$ cat config.mk
export PLATFORM = sky130hd
export DESIGN_NAME = weight_stream_loader_flat
export DESIGN_NICKNAME = d
export VERILOG_FILES = /design/src/rtl/weight_loader_pkg.sv /design/src/rtl/weight_stream_loader_if.sv /design/src/rtl/weight_word_packer.sv /design/src/rtl/weight_stream_loader.sv /design/src/flat_wrapper.sv
export SDC_FILE = /design/constraint.sdc
export NUM_CORES = 2
export LEC_CHECK = 0
export BUFFER_PORTS_ARGS = -buffer_cell sky130_fd_sc_hd__buf_2
export CAP_MARGIN = 20
export CORE_AREA = 10 10 513 515
export CTS_CLUSTER_SIZE = 10
export DETAILED_ROUTE_END_ITERATION = 16
export DIE_AREA = 0 0 523 525
export HOLD_SLACK_MARGIN = 0.06
export PLACE_DENSITY_LB_ADDON = 0.08
export SLEW_MARGIN = 20
export SYNTH_ARGS = -nofsm -noshare
export SYNTH_HDL_FRONTEND = slang
export SYNTH_HIERARCHICAL = 1
export SYNTH_SLANG_ARGS = --single-unit
$ cat constraint.sdc
create_clock -name clk -period 4.85 [get_ports clk]
set_input_delay 0.2425 -clock clk [delete_from_list [all_inputs] [get_ports clk]]
set_output_delay 0.2425 -clock clk [all_outputs]
set_load 0.01 [all_outputs]
$ cat src/rtl/weight_loader_pkg.sv
// weight_loader_pkg: FSM states and fixed constants shared by the weight stream loader.
package weight_loader_pkg;
    typedef enum logic [2:0] {S_IDLE, S_REQ, S_FETCH, S_WAIT, S_DONE} state_e;
    localparam int TAPS_3X3 = 9;
    localparam int TAPS_1X1 = 1;
    localparam int BEAT_BYTES = 4;
    localparam int MAX_FILT = 16;
endpackage

$ cat src/rtl/weight_stream_loader_if.sv
// weight_stream_loader_if: DMA read stream in, DMA request and SRAM write port out.
interface weight_stream_loader_if #(
    parameter int AXI_WIDTH_AD = 32,
    parameter int AXI_WIDTH_DA = 32,
    parameter int BITS_TRANS = 18,
    parameter int WEIGHT_SRAM_ADDRESS = 8,
    parameter int DOUT_WIDTH = 1152
);
    logic [AXI_WIDTH_DA-1:0] data_o;
    logic data_vld_o;
    logic [BITS_TRANS-1:0] data_cnt_o;
    logic done_o;
    logic start_dma;
    logic [BITS_TRANS-1:0] num_trans;
    logic [AXI_WIDTH_AD-1:0] start_addr;
    logic w_en;
    logic [WEIGHT_SRAM_ADDRESS-1:0] w_addr;
    logic [DOUT_WIDTH-1:0] w_data;
    modport master (
        input data_o, data_vld_o, data_cnt_o, done_o,
        output start_dma, num_trans, start_addr, w_en, w_addr, w_data
    );
    modport slave (
        output data_o, data_vld_o, data_cnt_o, done_o,
        input start_dma, num_trans, start_addr, w_en, w_addr, w_data
    );
endinterface

$ cat src/rtl/weight_word_packer.sv
// weight_word_packer: packs beats into a zero-padded word; last_o flags the completing beat.
module weight_word_packer #(
    parameter int DW = 1152,
    parameter int BW = 32,
    parameter int CNT_W = 6
) (
    input  logic clk,
    input  logic rstn,
    input  logic [BW-1:0] beat_i,
    input  logic valid_i,
    input  logic [CNT_W-1:0] bpw_i,
    input  logic clear_i,
    output logic last_o,
    output logic word_valid_o,
    output logic [DW-1:0] word_o
);
    localparam int IW = $clog2(DW);
    logic [DW-1:0] acc_q, acc_d, word_q;
    logic [CNT_W-1:0] cnt_q;
    logic vld_q;
    logic [IW-1:0] lsb;
    assign lsb = IW'(BW * int'(cnt_q));
    assign last_o = valid_i && (cnt_q + CNT_W'(1) == bpw_i);
    assign word_valid_o = vld_q;
    assign word_o = word_q;
    always_comb begin
        acc_d = acc_q;
        acc_d[lsb +: BW] = beat_i;
    end
    // The accumulator is cleared after every word so unused beats stay zero.
    always_ff @(posedge clk or negedge rstn) begin
        if (!rstn) begin
            acc_q <= '0;
            word_q <= '0;
            cnt_q <= '0;
            vld_q <= 1'b0;
        end else if (clear_i) begin
            acc_q <= '0;
            word_q <= '0;
            cnt_q <= '0;
            vld_q <= 1'b0;
        end else begin
            vld_q <= last_o;
            word_q <= last_o ? acc_d : '0;
            if (valid_i) begin
                acc_q <= last_o ? '0 : acc_d;
                cnt_q <= last_o ? '0 : cnt_q + CNT_W'(1);
            end
        end
    end
endmodule

$ cat src/rtl/weight_stream_loader.sv
// weight_stream_loader: fetches a multi-filter weight burst via DMA and packs it into SRAM words.
module weight_stream_loader
    import weight_loader_pkg::*;
#(
    parameter int AXI_WIDTH_AD = 32,
    parameter int AXI_WIDTH_DA = 32,
    parameter int BITS_TRANS = 18,
    parameter int WEIGHT_SRAM_ADDRESS = 8,
    parameter int CALC_CH_W = 16,
    parameter int KMAX = 9,
    parameter int DOUT_WIDTH = KMAX * CALC_CH_W * 8
) (
    input  logic clk,
    input  logic rstn,
    input  logic ap_start,
    output logic ap_done,
    output logic ap_busy,
    output logic ap_err,
    input  logic ksize_1x1,
    input  logic [9:0] in_ch,
    input  logic [4:0] num_filt,
    input  logic [9:0] weight_idx,
    input  logic [AXI_WIDTH_AD-1:0] weight_start_addr,
    weight_stream_loader_if.master bus
);
    localparam int CW_LG = $clog2(CALC_CH_W);
    localparam int GW = 11 - CW_LG;
    localparam int NW = GW + 5;
    localparam int BPW_W = $clog2(KMAX * CALC_CH_W / BEAT_BYTES + 1);
    state_e state_q, state_d;
    logic ksize_q, err_q, err_d, ap_done_q;
    logic [CW_LG-1:0] rem_q;
    logic [GW-1:0] grps_q, grp_q, grps_in;
    logic [NW-1:0] words_q, wcnt_q;
    logic [BITS_TRANS-1:0] num_trans_q;
    logic [AXI_WIDTH_AD-1:0] start_addr_q;
    logic [WEIGHT_SRAM_ADDRESS-1:0] waddr_q;
    logic [31:0] taps_in;
    logic [BPW_W-1:0] bpw;
    logic accept, illegal, fire, last_word, last_grp, unused_cnt;
    assign unused_cnt = ^bus.data_cnt_o;
    assign grps_in = GW'((11'(in_ch) + 11'(CALC_CH_W - 1)) >> CW_LG);
    assign taps_in = ksize_1x1 ? TAPS_1X1 : TAPS_3X3;
    assign illegal = in_ch == '0 || in_ch[1:0] != 2'b00 || num_filt == '0 || 32'(num_filt) > MAX_FILT
                     || 32'(num_filt) * 32'(grps_in) > (32'd1 << WEIGHT_SRAM_ADDRESS);
    assign accept = state_q == S_IDLE && ap_start;
    assign last_word = wcnt_q == words_q - 1'b1;
    assign last_grp = grp_q == grps_q - 1'b1;
    // A partial last group carries only rem channels' worth of beats.
    assign bpw = (last_grp && rem_q != '0)
               ? (ksize_q ? BPW_W'(rem_q >> 2) : BPW_W'(TAPS_3X3 * 32'(rem_q >> 2)))
               : (ksize_q ? BPW_W'(CALC_CH_W / BEAT_BYTES) : BPW_W'(TAPS_3X3 * CALC_CH_W / BEAT_BYTES));
    assign ap_busy = state_q != S_IDLE;
    assign ap_done = ap_done_q;
    assign ap_err = err_q;
    assign bus.start_dma = state_q == S_REQ;
    assign bus.num_trans = num_trans_q;
    assign bus.start_addr = start_addr_q;
    assign bus.w_addr = waddr_q;
    weight_word_packer #(.DW(DOUT_WIDTH), .BW(AXI_WIDTH_DA), .CNT_W(BPW_W)) u_packer (
        .clk(clk),
        .rstn(rstn),
        .beat_i(bus.data_o),
        .valid_i(state_q == S_FETCH && bus.data_vld_o),
        .bpw_i(bpw),
        .clear_i(accept),
        .last_o(fire),
        .word_valid_o(bus.w_en),
        .word_o(bus.w_data)
    );
    always_comb begin
        state_d = state_q;
        err_d = err_q;
        case (state_q)
            S_IDLE: if (ap_start) begin
                state_d = illegal ? S_DONE : S_REQ;
                err_d = illegal;
            end
            S_REQ: state_d = S_FETCH;
            S_FETCH: if (fire && last_word) state_d = bus.done_o ? S_DONE : S_WAIT;
                     else if (bus.done_o) begin
                         state_d = S_DONE;
                         err_d = 1'b1;
                     end
            S_WAIT: if (bus.done_o) state_d = S_DONE;
            S_DONE: state_d = S_IDLE;
            default: state_d = S_IDLE;
        endcase
    end
    always_ff @(posedge clk or negedge rstn) begin
        if (!rstn) begin
            state_q <= S_IDLE;
            err_q <= 1'b0;
            ap_done_q <= 1'b0;
            ksize_q <= 1'b0;
            rem_q <= '0;
            grps_q <= '0;
            grp_q <= '0;
            words_q <= '0;
            wcnt_q <= '0;
            waddr_q <= '0;
            num_trans_q <= '0;
            start_addr_q <= '0;
        end else begin
            state_q <= state_d;
            err_q <= err_d;
            ap_done_q <= state_q == S_DONE;
            waddr_q <= fire ? wcnt_q[WEIGHT_SRAM_ADDRESS-1:0] : '0;
            if (accept) begin
                ksize_q <= ksize_1x1;
                rem_q <= in_ch[CW_LG-1:0];
                grps_q <= grps_in;
                words_q <= NW'(32'(num_filt) * 32'(grps_in));
                grp_q <= '0;
                wcnt_q <= '0;
            end else if (fire) begin
                grp_q <= last_grp ? '0 : grp_q + 1'b1;
                wcnt_q <= wcnt_q + 1'b1;
            end
            if (accept && !illegal) begin
                num_trans_q <= BITS_TRANS'((32'(num_filt) * taps_in * 32'(in_ch)) >> 2);
                start_addr_q <= AXI_WIDTH_AD'(32'(weight_start_addr) + 32'(weight_idx) * taps_in * 32'(in_ch));
            end
        end
    end
endmodule

$ cat src/flat_wrapper.sv
// flat-port wrapper written by rule: the top's interface ports become plain ports
module weight_stream_loader_flat import weight_loader_pkg::*;
#(
    parameter int AXI_WIDTH_AD = 32,
    parameter int AXI_WIDTH_DA = 32,
    parameter int BITS_TRANS = 18,
    parameter int WEIGHT_SRAM_ADDRESS = 8,
    parameter int CALC_CH_W = 16,
    parameter int KMAX = 9,
    parameter int DOUT_WIDTH = KMAX * CALC_CH_W * 8
)
  (clk, rstn, ap_start, ap_done, ap_busy, ap_err, ksize_1x1, in_ch, num_filt, weight_idx, weight_start_addr, bus_data_o, bus_data_vld_o, bus_data_cnt_o, bus_done_o, bus_start_dma, bus_num_trans, bus_start_addr, bus_w_en, bus_w_addr, bus_w_data);
  weight_stream_loader_if #(.AXI_WIDTH_AD(AXI_WIDTH_AD), .AXI_WIDTH_DA(AXI_WIDTH_DA), .BITS_TRANS(BITS_TRANS), .WEIGHT_SRAM_ADDRESS(WEIGHT_SRAM_ADDRESS), .DOUT_WIDTH(DOUT_WIDTH)) bus_i ();
  input  logic clk;
  input  logic rstn;
  input  logic ap_start;
  output logic ap_done;
  output logic ap_busy;
  output logic ap_err;
  input  logic ksize_1x1;
  input  logic [9:0] in_ch;
  input  logic [4:0] num_filt;
  input  logic [9:0] weight_idx;
  input  logic [AXI_WIDTH_AD-1:0] weight_start_addr;
  input wire logic [$bits(bus_i.data_o)-1:0] bus_data_o;
  input wire logic [$bits(bus_i.data_vld_o)-1:0] bus_data_vld_o;
  input wire logic [$bits(bus_i.data_cnt_o)-1:0] bus_data_cnt_o;
  input wire logic [$bits(bus_i.done_o)-1:0] bus_done_o;
  output wire logic [$bits(bus_i.start_dma)-1:0] bus_start_dma;
  output wire logic [$bits(bus_i.num_trans)-1:0] bus_num_trans;
  output wire logic [$bits(bus_i.start_addr)-1:0] bus_start_addr;
  output wire logic [$bits(bus_i.w_en)-1:0] bus_w_en;
  output wire logic [$bits(bus_i.w_addr)-1:0] bus_w_addr;
  output wire logic [$bits(bus_i.w_data)-1:0] bus_w_data;
  assign bus_i.data_o = bus_data_o;
  assign bus_i.data_vld_o = bus_data_vld_o;
  assign bus_i.data_cnt_o = bus_data_cnt_o;
  assign bus_i.done_o = bus_done_o;
  assign bus_start_dma = bus_i.start_dma;
  assign bus_num_trans = bus_i.num_trans;
  assign bus_start_addr = bus_i.start_addr;
  assign bus_w_en = bus_i.w_en;
  assign bus_w_addr = bus_i.w_addr;
  assign bus_w_data = bus_i.w_data;
  weight_stream_loader #(.AXI_WIDTH_AD(AXI_WIDTH_AD), .AXI_WIDTH_DA(AXI_WIDTH_DA), .BITS_TRANS(BITS_TRANS), .WEIGHT_SRAM_ADDRESS(WEIGHT_SRAM_ADDRESS), .CALC_CH_W(CALC_CH_W), .KMAX(KMAX), .DOUT_WIDTH(DOUT_WIDTH)) u_core (.clk(clk), .rstn(rstn), .ap_start(ap_start), .ap_done(ap_done), .ap_busy(ap_busy), .ap_err(ap_err), .ksize_1x1(ksize_1x1), .in_ch(in_ch), .num_filt(num_filt), .weight_idx(weight_idx), .weight_start_addr(weight_start_addr), .bus(bus_i));
endmodule
=== Word level (Yosys, flattened, before mapping) ===
Index checks and enable logic that the tools add are counted.

* Flip-flop bits (word level): 2417
* Input port bits: 113
* Output and inout port bits: 1215
* Word-level logic and storage cells: 95

* $add $sub $neg: 8
* Multipliers: 6
* Order comparisons: 2
* Equal/unequal tests: 10
* Shifts and indexed selects: 2
* Muxes and demuxes: 30
* Reductions and logical operators: 21

{| class="wikitable"
|+ Operators with widths
! kind !! number
|-
| $mux 1152 || 5
|-
| $bwmux 1152 || 1
|-
| $shift 32x13->1152 const A || 1
|-
| $shiftx 32x13->1152 || 1
|-
| $mux 6 || 6
|-
| $add 32x32->32 || 1
|-
| $mul 10x32->32 || 1
|-
| $mul 32x10->20 || 1
|-
| $mul 32x10->32 || 1
|-
| $mul 5x32->32 || 1
|-
| $mux 12 || 2
|-
| $mux 7 || 3
|-
| $mux 3 || 5
|-
| $neg 11->13 || 1
|-
| $add 12x1->12 const B || 1
|-
| $eq 12x12->1 || 1
|-
| $gt 12x9->1 const B || 1
|-
| $mul 5x7->12 || 1
|-
| $pmux 3 s4 || 1
|-
| $sub 12x1->12 const B || 1
|-
| $add 10x4->11 const B || 1
|-
| $logic_not 10->1 || 1
|-
| $mux 8 || 1
|-
| $reduce_bool 2->1 || 4
|-
| other kinds (22) || 36
|}

=== Logic depth before layout (Yosys ltp) ===
* Depth after elaboration: 9
* Depth in mapped cells: 35
* Mapped depth without buffers: 33

=== Cells and area by module ===
The synthesis kept the hierarchy.

{| class="wikitable"
|+ Modules (own cells, without submodules)
! module !! instances !! cells each !! area each (um2) !! sequential area each (um2)
|-
| weight_word_packer || 1 || 8169 || 88223.4 || 57830.5
|-
| weight_stream_loader || 1 || 1605 || 14779.2 || 2627.5
|}

=== Worst setup path after synthesis ===
No wires, ideal clock.

* Path type: input port to flip-flop
* Start point: input port ksize_1x1
* End point: register u_core.start_addr_q[28], in the netlist u_core/bus.start_addr[28]
* Setup time: 0.125 ns
* Arrival: 7.600 ns
* Slack: -2.874 ns
* Stages: 34
* Path buffers: 2
* Cells stage by stage: clkbuf_1 -> buf_1 -> nor2b_1 -> ha_1 -> ha_1 -> inv_1 -> fa_1 -> nor2b_1 -> o21ai_0 -> a21boi_0 -> o21ai_0 -> a21boi_0 -> o21ai_0 -> xor2_1 -> nor2_1 -> nand2_1 -> fa_1 -> inv_1 -> fa_1 -> fa_1 -> fa_1 -> inv_1 -> fa_1 -> inv_1 -> ha_1 -> nand2_1 -> a21boi_0 -> o22a_1 -> nand4_1 -> a31o_2 -> a2111oi_4 -> o211ai_1 -> xnor2_1 -> mux2_2

* Word-level cells in the longest chain between the ends: 4

{| class="wikitable"
|+ RTL lines
! item !! line !! text
|-
| start, declared || flat_wrapper.sv:20 || <nowiki>input logic ksize_1x1;</nowiki>
|-
| $mux 4 || weight_stream_loader.sv:43 || <nowiki>assign taps_in = ksize_1x1 ? TAPS_1X1 : TAPS_3X3;</nowiki>
|-
| $mul 10x32->32 || weight_stream_loader.sv:122 || <nowiki>start_addr_q <= AXI_WIDTH_AD'(32'(weight_start_addr) + 32'(weight_idx) * taps_in * 32'(in_ch));</nowiki>
|-
| $mul 32x10->32 || weight_stream_loader.sv:122 ||
|-
| $add 32x32->32 || weight_stream_loader.sv:122 ||
|-
| end signal, assigned || weight_stream_loader.sv:122 ||
|-
| end, declared || weight_stream_loader.sv:36 || <nowiki>logic [AXI_WIDTH_AD-1:0] start_addr_q;</nowiki>
|}

No other way between the ends.
A chain may end at the register's enable or synchronous reset.

=== Worst setup path after layout ===
* Start point: input port weight_idx[1]
* End point: register u_core.start_addr_q[30], in the netlist u_core/bus.start_addr[30]

* Word-level cells in the longest chain between the ends: 3

{| class="wikitable"
|+ RTL lines
! item !! line !! text
|-
| start, declared || flat_wrapper.sv:23 || <nowiki>input logic [9:0] weight_idx;</nowiki>
|-
| $mul 10x32->32 || weight_stream_loader.sv:122 ||
|-
| $mul 32x10->32 || weight_stream_loader.sv:122 ||
|-
| $add 32x32->32 || weight_stream_loader.sv:122 ||
|}

No other way between the ends.

==> run summary <==
Slew @ Worst Pin - 1.149 ns
Type of element capturing the critical path - flop
Top achievable clock speed - 158.8 MHz
Slew Limit Fails - 0
Post-route clock period utilization - 129.8%
Synth Net Count - 10.23k
Cell area after synthesis - 0.1030 mm2
Fraction of final layout cells sized beyond drive strength 1 - 23.72%
DRC marker count from the first detailed-route iteration - 8559
Leak - 59.62 nW
Proportion of synthesized flip-flops having asynchronous set or reset - 100.0%
Unrepaired setup endpoints after global routing - true
Violations in the final reports - setup timing
Number of warning messages in the yosys log - 6
Synth Instances - 9774
Drt pass-1 iters - 6
Largest fanout on the critical path - 5
Pre-CTS WS - -2.690 ns
Placement row count - 185
Most frequent cell on the critical path - sky130_fd_sc_hd__fa_1
Nature of the critical path startpoint - input port
DRT antenna net count - 0
Final standard cell utilization of the core - 50.09%
PwrDens - 474.3 mW/mm2
Growth of design area from synthesis to finish - 23.03%
Count of final setup violators - 28
Number of H-tree levels - 5
Mean instance size in the synthesized netlist - 10.54 um2
WL/cell - 30.62 um
Floorplan core area - 0.2530 mm2
Height of the die - 525 um
Area of the die - 0.2746 mm2
Worst Skew - 0.08836 ns
Routed vias - 83.98k
Port Buf Inserts - 1308
Fin crit period - 6.297 ns
Last weighted congestion value of the routability-driven placer - 0.9062
GR Overflow Total - 0
Worst voltage drop across the vdd grid - 0.8990 mV
Data arrival time of the critical path - 7.10 ns
Total negative slack - -26.28 ns
Hold Violations, Final - 0
Most used flip-flop cell after synthesis - sky130_fd_sc_hd__dfrtp_1
Via density per instance - 5.717
Clock latency on the worst-skew pair - 0.98 ns
Post-route total power - 0.06010 W
Half-perimeter wire length after detailed placement - 312400 um
Max_cap viols - 0
Number of global-route vias before repair - 84.01k
Worst setup margin - -1.447 ns
Final wirelength - 449800 um
Worst setup path class - in2reg
Remaining max-slew budget at the tightest pin - 23.19%
Cell types occupying the most area after synthesis - sky130_fd_sc_hd__dfrtp_1 (59%), sky130_fd_sc_hd__nand2_1 (8.0%), sky130_fd_sc_hd__a22o_1 (7.1%), sky130_fd_sc_hd__a21oi_1 (5.7%), sky130_fd_sc_hd__fa_1 (3.7%)
Clock-pin slew reported for the worst setup and hold paths after clock tree synthesis - 0.06 ns
Max Buffers Root-to-Sink - 4
Total global-route track usage - 31.66%
Ports - 1328
Delay of the slowest cell on the worst path - 0.51 ns
Fin Hold WS - 0.1307 ns
Sequential element share of the synthesized area - 58.70%
Most repeated cell in the gate-level netlist after synthesis - sky130_fd_sc_hd__dfrtp_1
Remaining routing DRC violations - 0
Effective utilization at floorplan - 40.71%
CTS Root Cell - sky130_fd_sc_hd__clkbuf_16
Kind of path behind the tightest hold check - in2reg
Synth top cells by count - sky130_fd_sc_hd__dfrtp_1 (2416), sky130_fd_sc_hd__nand2_1 (2185), sky130_fd_sc_hd__a21oi_1 (1173)
Largest net degree at the start of global routing - 173
Number of buffers created by CTS - 302
Required time at the worst-slack endpoint - 5.65 ns
Global-route wire length before repair - 638000 um
Number of flip-flops and latches in the synthesized netlist - 2416
Filler cell count - 22.93k
Cell taking the most area after synthesis - sky130_fd_sc_hd__dfrtp_1
Number of clock sinks - 2416
Number of nets in the final layout - 11.68k
Number of enable flip-flop cells after synthesis - 0
TritonCTS clock tree - done
Post-synthesis cell type count - 90
Area fraction of the dominant cell type after synthesis - 58.70%
Status - complete, but fails checks
Slowest CP cell - sky130_fd_sc_hd__fa_1
Width of the chip - 523 um
Antenna violations before repair - 44
[kinds of logic after synthesis]
kind of cell,count (synthesis),synth area share [%]
DFF,2416,58.70
other,1,0.003641
adders and majority gates,340,5.529
and+or+nand+nor,3212,12.87
AOI/OAI and AO/OA,2505,16.73
muxes,88,0.9475
xor gates and xnor gates,107,0.9244
buffers and inverters,1105,4.307
[power breakdown]
part | internal [W] | switching (W) | total, W
sequential | 0.0205 | 0.000411 | 0.0209
combinational | 0.00874 | 0.0106 | 0.0193
clock | 0.0115 | 0.00833 | 0.0198
total | 0.0408 | 0.0193 | 0.0601
[flip-flops by register name (all words and copies together), names as in the netlist]
| name | count |
|---|---|
| u_core/rem_q | 4 |
| u_core/u_packer/word_o | 1152 |
| u_core/ap_done | 1 |
| u_core/bus.num_trans | 17 |
| u_core/bus.start_addr | 32 |
| u_core/u_packer/acc_q | 1152 |
| u_core/words_q | 12 |
| u_core/u_packer/cnt_q | 6 |
| u_core/ap_err | 1 |
| u_core/state_q | 3 |
| u_core/wcnt_q | 12 |
| u_core/ksize_q | 1 |
| u_core/grp_q | 7 |
| u_core/u_packer/word_valid_o | 1 |
| u_core/bus.w_addr | 8 |
| u_core/grps_q | 7 |
[cells in the final DEF, fill, tap and decap left out, types with 29 or more instances in the layout]
| master | n |
|---|---|
| sky130_fd_sc_hd__buf_6 | 37 |
| sky130_fd_sc_hd__nand3_1 | 131 |
| sky130_fd_sc_hd__clkbuf_16 | 304 |
| sky130_fd_sc_hd__a32o_1 | 32 |
| sky130_fd_sc_hd__ha_4 | 30 |
| sky130_fd_sc_hd__dlygate4sd3_1 | 50 |
| sky130_fd_sc_hd__a22o_1 | 832 |
| sky130_fd_sc_hd__o21ai_0 | 34 |
| sky130_fd_sc_hd__and2_1 | 130 |
| sky130_fd_sc_hd__mux2_4 | 36 |
| sky130_fd_sc_hd__nand2_1 | 2164 |
| sky130_fd_sc_hd__fa_1 | 182 |
| sky130_fd_sc_hd__nand2b_1 | 30 |
| sky130_fd_sc_hd__xnor2_1 | 62 |
| sky130_fd_sc_hd__buf_12 | 57 |
| sky130_fd_sc_hd__nor2_1 | 475 |
| sky130_fd_sc_hd__dfrtp_1 | 2415 |
| sky130_fd_sc_hd__buf_4 | 557 |
| sky130_fd_sc_hd__ha_1 | 117 |
| sky130_fd_sc_hd__mux2i_1 | 37 |
| sky130_fd_sc_hd__clkbuf_1 | 45 |
| sky130_fd_sc_hd__o21ai_2 | 44 |
| sky130_fd_sc_hd__nor2b_1 | 32 |
| sky130_fd_sc_hd__inv_2 | 29 |
| sky130_fd_sc_hd__inv_1 | 227 |
| sky130_fd_sc_hd__o2bb2ai_1 | 288 |
| sky130_fd_sc_hd__a21oi_1 | 1149 |
| sky130_fd_sc_hd__buf_2 | 1284 |
[critical path: cells and delay by family]
family          cells  cell delay, ns
fa+ha+maj           9            3.47
compound gates     10            1.74
simple gates        6            0.58
buf+inv             6            0.42
xor+xnor            2            0.35
mux                 1            0.26
[routing by layer]
layer  GRT usage (%)  part of all wire, %
met1           42.63                   41
met2           47.02                   44
met3           8.356                  9.1
met4           16.23                  6.0
met5               0               0.0078
[what timing repair did]
item | CTS | global route
setup buffers | 13 | 53
hold buffers | 50 | 1
pin swaps | 93 | 159
endpoints found under the setup margin | 32 | 428
cloned | 0 | 2
resized for setup | 84 | 224
endpoints found under the hold margin | 591 | 1
[metrics by stage]
stage	area, um2	cells
after global routing	126700	14670
after CTS	125200	14620
after global placement	116000	14170
final	126700	14690
after floorplan	103400	9774
after detailed placement	116000	14170
[final cells by class]
class,instances,area (um2),share of cell area (%)
Sequential cell,2416,60460,47.71
Multi-Input combinational cell,6254,40000,31.57
Timing Repair Buffer,1994,12850,10.14
Clock buffer,353,7820,6.171
Tap cell,3366,4212,3.323
Inverter,257,964.7,0.7612
Clock inverter,28,364.1,0.2873
Antenna cell,21,52.55,0.04147
[final timing paths]
check | cells past startpoint | startpoint | slack, ns | end
max | 34 | weight_idx[1] | -1.45 | u_core/bus.start_addr[30]
min | 4 | bus_data_o[5] | 0.13 | u_core/u_packer/word_o[133]
max reg2reg | 20 | u_core/grps_q[0] | 0.42 | u_core/ap_err
min reg2reg | 2 | u_core/u_packer/acc_q[717] | 0.48 | u_core/u_packer/word_o[717]
max in group asynchronous | 4 | rstn | 2.91 | u_core/u_packer/acc_q[18]
min in group asynchronous | 3 | rstn | 0.48 | u_core/u_packer/acc_q[482]
No activity file was read; power rests on OpenSTA's default activity.
